**config.mk**
```make
export PLATFORM = sky130hd
export DESIGN_NAME = dot_product_accumulator
export DESIGN_NICKNAME = d
export VERILOG_FILES = /design/src/rtl/dot_product_accumulator.sv
export SDC_FILE = /design/constraint.sdc
export NUM_CORES = 1
export LEC_CHECK = 0
export ABC_CLOCK_PERIOD_IN_PS = 2400
export BUFFER_PORTS_ARGS = -buffer_cell sky130_fd_sc_hd__buf_2
export CAP_MARGIN = 20
export CORE_ASPECT_RATIO = 1.1
export CORE_MARGIN = 1
export CORE_UTILIZATION = 50
export DETAILED_ROUTE_END_ITERATION = 8
export GPL_TIMING_DRIVEN = 0
export MAX_ROUTING_LAYER = met4
export PLACE_DENSITY = 0.88
export SYNTH_ARGS = -nofsm -noshare
export SYNTH_HDL_FRONTEND = slang
export SYNTH_SLANG_ARGS = --single-unit
```
**constraint.sdc**
```tcl
create_clock -name clk -period 2.4 [get_ports clk]
set_input_delay 0.48 -clock clk [delete_from_list [all_inputs] [get_ports clk]]
set_output_delay 0.48 -clock clk [all_outputs]
set_load 0.02 [all_outputs]
```
**src/rtl/dot_product_accumulator.sv**
```systemverilog
// Operand sequencer and wide accumulator wrapped around a single-cycle fixed-point multiplier.
// Optional macro DOT_PRODUCT_SATURATE_EN clamps out-of-range results instead of wrapping.
//
// state | meaning
// IDLE  | waiting for start
// RUN   | accepting operand pairs, one per cycle
// DRAIN | last product returning from the multiplier
// DONE  | result registered, result_valid high
module dot_product_accumulator #(
    parameter int N     = 22,
    parameter int Q     = 10,
    parameter int LEN_W = 6
) (
    input  logic             clk,
    input  logic             rst_n,
    input  logic             start,
    input  logic [LEN_W-1:0] len,
    input  logic             in_valid,
    output logic             in_ready,
    input  logic [N-1:0]     in_a,
    input  logic [N-1:0]     in_b,
    output logic             mult_refresh,
    output logic [N-1:0]     mult_in_1,
    output logic [N-1:0]     mult_in_2,
    input  logic [N-1:0]     mult_out,
    input  logic             mult_overflow,
    output logic             busy,
    output logic [N-1:0]     result,
    output logic             result_valid,
    output logic             ovf_flag
);

    localparam int AW = N + LEN_W;

    localparam logic [1:0] S_IDLE  = 2'd0;
    localparam logic [1:0] S_RUN   = 2'd1;
    localparam logic [1:0] S_DRAIN = 2'd2;
    localparam logic [1:0] S_DONE  = 2'd3;

    generate
        if (Q < 0 || Q >= N) begin : g_bad_q
            $error("dot_product_accumulator: Q must lie in [0, N-1]");
        end
    endgenerate

    logic [1:0]       state_q, state_d;
    logic [AW-1:0]    acc_q, acc_d;
    logic [LEN_W-1:0] count_q, count_d;
    logic [N-1:0]     result_q, result_d;
    logic             result_valid_q, result_valid_d;
    logic             ovf_q, ovf_d;
    logic             refresh_d_q, refresh_d_d;
    logic [N-1:0]     mult_a_q, mult_a_d;
    logic [N-1:0]     mult_b_q, mult_b_d;

    logic             hs;
    logic [AW-1:0]    acc_sum;

`ifdef DOT_PRODUCT_SATURATE_EN
    localparam logic [N-1:0] RES_MAX = {1'b0, {(N-1){1'b1}}};
    localparam logic [N-1:0] RES_MIN = {1'b1, {(N-1){1'b0}}};
    logic fits;
    // In range when every bit above the result sign bit repeats it.
    assign fits = (&acc_sum[AW-1:N-1]) | ~(|acc_sum[AW-1:N-1]);
`endif

    assign hs           = (state_q == S_RUN) && in_valid;
    assign in_ready     = (state_q == S_RUN);
    assign mult_refresh = hs;
    assign mult_in_1    = hs ? in_a : mult_a_q;
    assign mult_in_2    = hs ? in_b : mult_b_q;
    assign busy         = (state_q != S_IDLE);
    assign result       = result_q;
    assign result_valid = result_valid_q;
    assign ovf_flag     = ovf_q;

    assign acc_sum = refresh_d_q ? acc_q + {{LEN_W{mult_out[N-1]}}, mult_out} : acc_q;

    always_comb begin
        state_d        = state_q;
        acc_d          = acc_sum;
        count_d        = count_q;
        result_d       = result_q;
        result_valid_d = 1'b0;
        ovf_d          = ovf_q | (refresh_d_q & mult_overflow);
        refresh_d_d    = hs;
        mult_a_d       = mult_in_1;
        mult_b_d       = mult_in_2;

        case (state_q)
            S_IDLE: begin
                if (start) begin
                    acc_d = '0;
                    ovf_d = 1'b0;
                    if (len != '0) begin
                        count_d = len;
                        state_d = S_RUN;
                    end else begin
                        result_d       = '0;
                        result_valid_d = 1'b1;
                        state_d        = S_DONE;
                    end
                end
            end
            S_RUN: begin
                if (hs) begin
                    count_d = count_q - LEN_W'(1);
                    if (count_q == LEN_W'(1)) state_d = S_DRAIN;
                end
            end
            S_DRAIN: begin
                result_valid_d = 1'b1;
                state_d        = S_DONE;
`ifdef DOT_PRODUCT_SATURATE_EN
                if (!fits) begin
                    result_d = acc_sum[AW-1] ? RES_MIN : RES_MAX;
                    ovf_d    = 1'b1;
                end else begin
                    result_d = acc_sum[N-1:0];
                end
`else
                result_d = acc_sum[N-1:0];
`endif
            end
            default: begin
                state_d = S_IDLE;
            end
        endcase
    end

    always_ff @(posedge clk or negedge rst_n) begin
        if (!rst_n) begin
            state_q        <= S_IDLE;
            acc_q          <= '0;
            count_q        <= '0;
            result_q       <= '0;
            result_valid_q <= 1'b0;
            ovf_q          <= 1'b0;
            refresh_d_q    <= 1'b0;
            mult_a_q       <= '0;
            mult_b_q       <= '0;
        end else begin
            state_q        <= state_d;
            acc_q          <= acc_d;
            count_q        <= count_d;
            result_q       <= result_d;
            result_valid_q <= result_valid_d;
            ovf_q          <= ovf_d;
            refresh_d_q    <= refresh_d_d;
            mult_a_q       <= mult_a_d;
            mult_b_q       <= mult_b_d;
        end
    end

endmodule

```
==> run metrics, run 1 <==
vias in the first global route 4,175; die height 107 um; CTS Buffer Depth 2; fin worst setup slack 0.0604 ns; placed cell count 742; Sw Share 43.3%; FMAX 0.427 GHz; die area 10,500 sq um; Detailed Route WL 12,600 um; global-route wire length before repair 19,300 um; layout cell share with drive strength beyond 1 39.6%; pwr dens 1340 nW/um^2; Worst Setup Path Type reg -> reg; Critical Path Source Type flop; DR iter-0 viols 246; GP Congestion 0.908; Clock Sinks 99; mean number of vias per cell 5.53; Syn Inst Count 474; minimum clock period 2.34 ns; Crit Path Max Fanout 5; Clock Latency Late Sink 0.37 ns; Vias 4,223; CTS Root Cell clkbuf_8; sequential-to-total area share from yosys stat 49.3%; final period utilization 97.5%; CTS Buf Count 9; Synth Cell Area 5030 sq um; Initial Util 51.1%; clk_skew 0.0149 ns; Seq pwr share 31.4%; RSZ-0062 raised after global routing yes; worst-margin pin slew 0.740 ns; Pleak 3.11 nW; largest net degree at the start of global routing 69; Area growth syn-to-layout 28.5%; gr usage total 24.2%; cts-stage hold buffer count 0; failing checks design-rule violations; Worst Path Arrival 2.59 ns; max-slew violation count 0; Top FF cell, synth dfrtp_1; Std-Cell Rows 38; Final setup viols 0; dpl ws -0.391 ns; YS warnings 0; Ports 148; drt wl/cell 16.5 um; clock-pin slew on the worst setup and hold paths 0.10 ns; Routed Antenna Nets 0; Final Hold Vio Count 0; max_slew headroom 49.4%; peak supply drop 0.896 mV; first drt pass iteration count 7; DP HPWL 9050 um; total gr overflow 0; Yosys cell types 48; Synth async-reset ratio 100%; drc violations 14; required time of the critical path 2.65 ns; # port buffers 147; Finished Layout Cells 764; number of synthesized flops with an enable pin 0; Net Switching 0.00376 W; Hold Slack 0.0374 ns; total core area 9840 sq um; Max-Cap Viols 0; initial antenna violation count 0; clock power share 14.0%; CTS tree built; Syn Nets 579; antenna cell count 0; post-synthesis average cell area 10.6 sq um; #FFs+latches synth 99; combinational cell fraction of total power 54.7%; H-tree levels 3; Setup TNS 0 ns; Hold WC Path Type in -> async; crit end category flop; P_int 0.00492 W; status finished, violations left; Die X 97.6 um; Net count, final 744
==> power groups by stage <==
stage | registers [W] | clock network (W) | logic (W)
2_1_floorplan | 0.00285 | 0 | 0.00297
3_3_place_gp | 0.00270 | 0 | 0.00422
3_5_place_dp | 0.00274 | 0 | 0.00437
4_1_cts | 0.00271 | 0.00123 | 0.00449
5_1_grt | 0.00280 | 0.00130 | 0.00518
6_report | 0.00272 | 0.00121 | 0.00475
==> layer usage <==
layer / part of all wire [%] / up-vias / GRT usage (%) / wire length, um
li1: - / 2003 / - / -
met1: 41 / 2019 / 29.3 / 5160
met2: 51 / 182 / 40.9 / 6380
met3: 6.8 / 19 / 4.95 / 854
met4: 1.7 / 0 / 7.47 / 212
met5: 0 / - / - / 0
==> state kept, by name (all words and copies together) (netlist names), named ones only <==
name          flops
count_q           6
acc_q            18
ovf_flag          1
result_valid      1
state_q           2
mult_a_q         22
refresh_d_q       1
result           22
mult_b_q         22
==> per-stage QoR <==
step,utilization (%),power [W],area [sq um]
final,65.7,0.00869,6460
after global routing,65.7,0.00927,6460
after CTS,63.6,0.00843,6260
after detailed placement,60.4,0.00711,5940
after global placement,60.1,0.00692,5910
after floorplan,-,0.00581,5030
==> layout by cell type, fill, tap and decap left out, drive strengths merged, types with 6 or more instances in the layout <==
cell type,Yosys,routed
mux2i,16,16
clkbuf,16,25
nor2,35,35
ha,27,27
nor2b,6,6
o21ai,42,42
nand3,8,8
inv,16,16
a21o,8,8
buf,1,156
nand2,45,45
mux2,44,44
dfrtp,99,99
o21a,6,6
xnor2,14,14
a21oi,34,34
==> repair_timing <==
| item | in CTS | in global routing |
|---|---|---|
| pin swaps | 0 | 12 |
| setup buffers | 2 | 5 |
| gates resized for setup | 20 | 35 |
| setup endpoints to repair | 53 | 62 |
| cloned | 0 | 0 |
==> Yosys cell counts (10+ instances only) <==
master | count | area (sq um)
o21ai_1 | 10 | 50.1
clkbuf_1 | 16 | 60.1
dfrtp_1 | 99 | 2480
mux2_2 | 44 | 495
a21oi_1 | 32 | 160
inv_1 | 16 | 60.1
nand2_1 | 45 | 169
nor2_1 | 35 | 131
o21ai_0 | 31 | 155
xnor2_1 | 14 | 123
mux2i_1 | 16 | 160
ha_1 | 27 | 338
==> cells by family (layout without fill, tap and decap cells) <==
logic type      Yosys count  after routing  share of synthesized area, %
compound gates          116            116                          14.2
fa+ha+maj                28             28                          7.12
mux                      60             60                          13.0
xor+xnor                 19             19                          3.31
flops                    99             99                          49.3
simple gates            119            119                          10.6
buf+inv                  33            203                          2.46
==> critical path: stages (launching register included) <==
cell and delay, ns:
dfrtp_1 0.40, ha_2 0.19, inv_2 0.06, fa_2 0.21, inv_2 0.04, a21oi_2 0.18
o21ai_2 0.11, a211o_4 0.40, o2111ai_4 0.24, a21oi_2 0.09, xnor2_1 0.22, o21ai_1 0.08
==> final timing paths <==
kind / startpoint / endpoint / slack [ns] / cells past startpoint
max in group asynchronous: rst_n / mult_a_q[15] / 1.68 / 2
min in group clk: mult_overflow / ovf_flag / 0.35 / 3
hold / removal: rst_n / acc_q[5] / 0.04 / 1
setup reg to reg: acc_q[0] / result[20] / 0.06 / 11
hold reg to reg: result[9] / result[9] / 0.48 / 2
setup / recovery: acc_q[0] / result[20] / 0.06 / 11
==> cell type report <==
| type | instances | area (sq um) |
|---|---|---|
| fill | 773 | 3380 |
| clock inverter | 6 | 88.8 |
| buffer | 16 | 104 |
| sequential | 99 | 2480 |
| tap | 120 | 150 |
| multi-input combinational | 342 | 2630 |
| timing repair buffer | 155 | 818 |
| inverter | 16 | 60.1 |
| clock buffer | 10 | 138 |
Note: power is estimated with default switching activity, not from simulation.
==> run 2, diff against run 1 <==
--- a/config.mk
+++ b/config.mk
@@ -16,3 +16,3 @@
 export MAX_ROUTING_LAYER = met4
-export PLACE_DENSITY = 0.88
+export PLACE_DENSITY = 0.77
 export SYNTH_ARGS = -nofsm -noshare
--- a/constraint.sdc
+++ b/constraint.sdc
@@ -3,2 +3,2 @@
 set_output_delay 0.48 -clock clk [all_outputs]
-set_load 0.02 [all_outputs]
+set_load 0.05 [all_outputs]
==> run metrics, run 2 (synthesized netlist as in run 1, its figures left out) <==
status finished, violations left (unchanged); failing checks design-rule violations, negative setup slack (was design-rule violations); DP HPWL 8850 um (was 9050 um); GP Congestion 0.945 (was 0.908); clock-pin slew on the worst setup and hold paths 0.10 ns (about the same); CTS Buffer Depth 2 (unchanged); Vias 4,146 (was 4,223); # port buffers 147 (unchanged); drc violations 8 (was 14); Worst R2R Path Depth 12 (was 11); clk_skew 0.0136 ns (was 0.0149 ns); Clock Sinks 99 (unchanged); reg2reg setup slack -0.03 ns (was 0.06 ns); mean number of vias per cell 5.41 (was 5.53); CTS Root Cell clkbuf_8 (unchanged); initial antenna violation count 1 (was 0); layout cell share with drive strength beyond 1 38.8% (was 39.6%); most frequent cells in the layout 126 x buf_2, 98 x dfrtp_1, 44 x nand2_1, 35 x nor2_1, 30 x o21ai_0 (was 146 x buf_2, 99 x dfrtp_1, 44 x nand2_1, 44 x mux2_2, 35 x nor2_1); Routed Antenna Nets 0 (unchanged); Die X 97.6 um (unchanged); Detailed Route WL 12,100 um (was 12,600 um); die height 107 um (unchanged); required time of the critical path 2.65 ns (about the same); max_slew headroom 45.2% (was 49.4%); die area 10,500 sq um (unchanged); H-tree levels 3 (unchanged); Worst Setup Path Type reg -> reg (unchanged); Critical Path Source Type flop (unchanged); Worst Path Arrival 2.68 ns (was 2.59 ns); fin util 66.2% (was 65.7%); most common cell after layout, fill and taps aside buf_2 (unchanged); total gr overflow 0 (unchanged); gr usage total 23.8% (was 24.2%); max-slew violation count 0 (unchanged); largest net degree at the start of global routing 55 (was 69); DR iter-0 viols 146 (was 246); cts-stage hold buffer count 0 (unchanged); Ports 148 (unchanged); Clock Latency Late Sink 0.37 ns (about the same); total core area 9840 sq um (unchanged); minimum clock period 2.43 ns (was 2.34 ns); CTS Buf Count 9 (unchanged); FMAX 0.412 GHz (was 0.427 GHz); Area growth syn-to-layout 29.7% (was 28.5%); global-route wire length before repair 19,000 um (was 19,300 um); CTS tree built (unchanged); Final setup viols 1 (was 0); Hold WC Path Type in -> async (unchanged); RSZ-0062 raised after global routing yes (unchanged); Final Hold Vio Count 0 (unchanged); final period utilization 101% (was 97.5%); Initial Util 51.1% (unchanged); crit end category flop (unchanged); fin worst setup slack -0.0298 ns (was 0.0604 ns); Net count, final 746 (was 744); Max-Cap Viols 0 (unchanged); drt wl/cell 15.8 um (was 16.5 um); worst-margin pin slew 0.823 ns (was 0.740 ns); Pleak 3.20 nW (was 3.11 nW); first drt pass iteration count 8 (was 7); peak supply drop 1.22 mV (was 0.896 mV); Std-Cell Rows 38 (unchanged); Crit Path Max Fanout 2 (was 5); dpl ws -0.323 ns (was -0.391 ns); vias in the first global route 4,176 (was 4,175); pwr dens 1560 nW/um^2 (was 1340 nW/um^2)
[run 2: cell types whose count changed in the layout (fill, tap and decap cells not counted), moves of 3 or more]
cell / previous run / this run
buf_4: 8 / 29
buf_2: 146 / 126
mux2_2: 44 / 28
mux2_4: 0 / 16
clkbuf_1: 8 / 12
a21oi_2: 6 / 3
clkbuf_2: 3 / 0
[run 2: critical path: stages, from the launching register on]
cell,delay [ns]
dfrtp_1,0.37
ha_2,0.20
inv_2,0.04
fa_2,0.34
inv_2,0.08
a21oi_4,0.06
buf_4,0.14
o21a_1,0.18
o21ai_0,0.20
a21oi_1,0.17
xnor2_1,0.17
mux2i_1,0.23
o21ai_0,0.13
[run 2: path summary, 6_finish.rpt]
check                                start      endpoint
worst max-delay path              acc_q[0]    result[10]
worst min-delay path                 rst_n    result[14]
worst max register to register    acc_q[0]    result[10]
worst min register to register  result[11]    result[11]
max in group asynchronous            rst_n  mult_b_q[10]
min in group clk                  in_b[13]  mult_b_q[13]
[run 2: layer usage]
layer	routed length (um)	global-route usage, %
met1	5210	28.5
met5	0	-
met3	690	4.30
met4	176	10.6
met2	6010	39.5
[run 2: where the power goes]
part	switching [W]	internal, W
logic	0.00425	0.00210
registers	0.000343	0.00240
clock network	0.000578	0.000506
[run 2: cell type report]
cell class / instances / area, sq um
well taps: 120 / 150
plain buffers: 16 / 100
clock inverters: 4 / 51.3
inverters: 16 / 60.1
fillers: 777 / 3320
multi-input cells: 342 / 2650
clock buffers: 11 / 141
repair buffers: 157 / 883
diodes: 1 / 2.50
flip-flops and latches: 99 / 2480
[run 2: through the flow]
stage / area, sq um / power, W / TNS [ns] / std cells / hold slack (ns)
6_report: 6520 / 0.0102 / -0.0298 / 766 / 0.103
5_1_grt: 6520 / 0.0108 / -0.811 / 766 / 0.148
4_1_cts: 6320 / 0.00991 / 0 / 759 / 0.119
3_5_place_dp: 6020 / 0.00866 / -15.02 / 742 / 0.464
3_3_place_gp: 5990 / 0.00850 / -25.60 / 741 / 0.456
2_1_floorplan: 5110 / 0.00739 / 0 / 474 / 0.184
[run 2: what timing repair did]
action	CTS	global route
endpoints found under the setup margin	58	56
gates resized for setup	19	51
buffers inserted	3	6
pin swaps	1	10
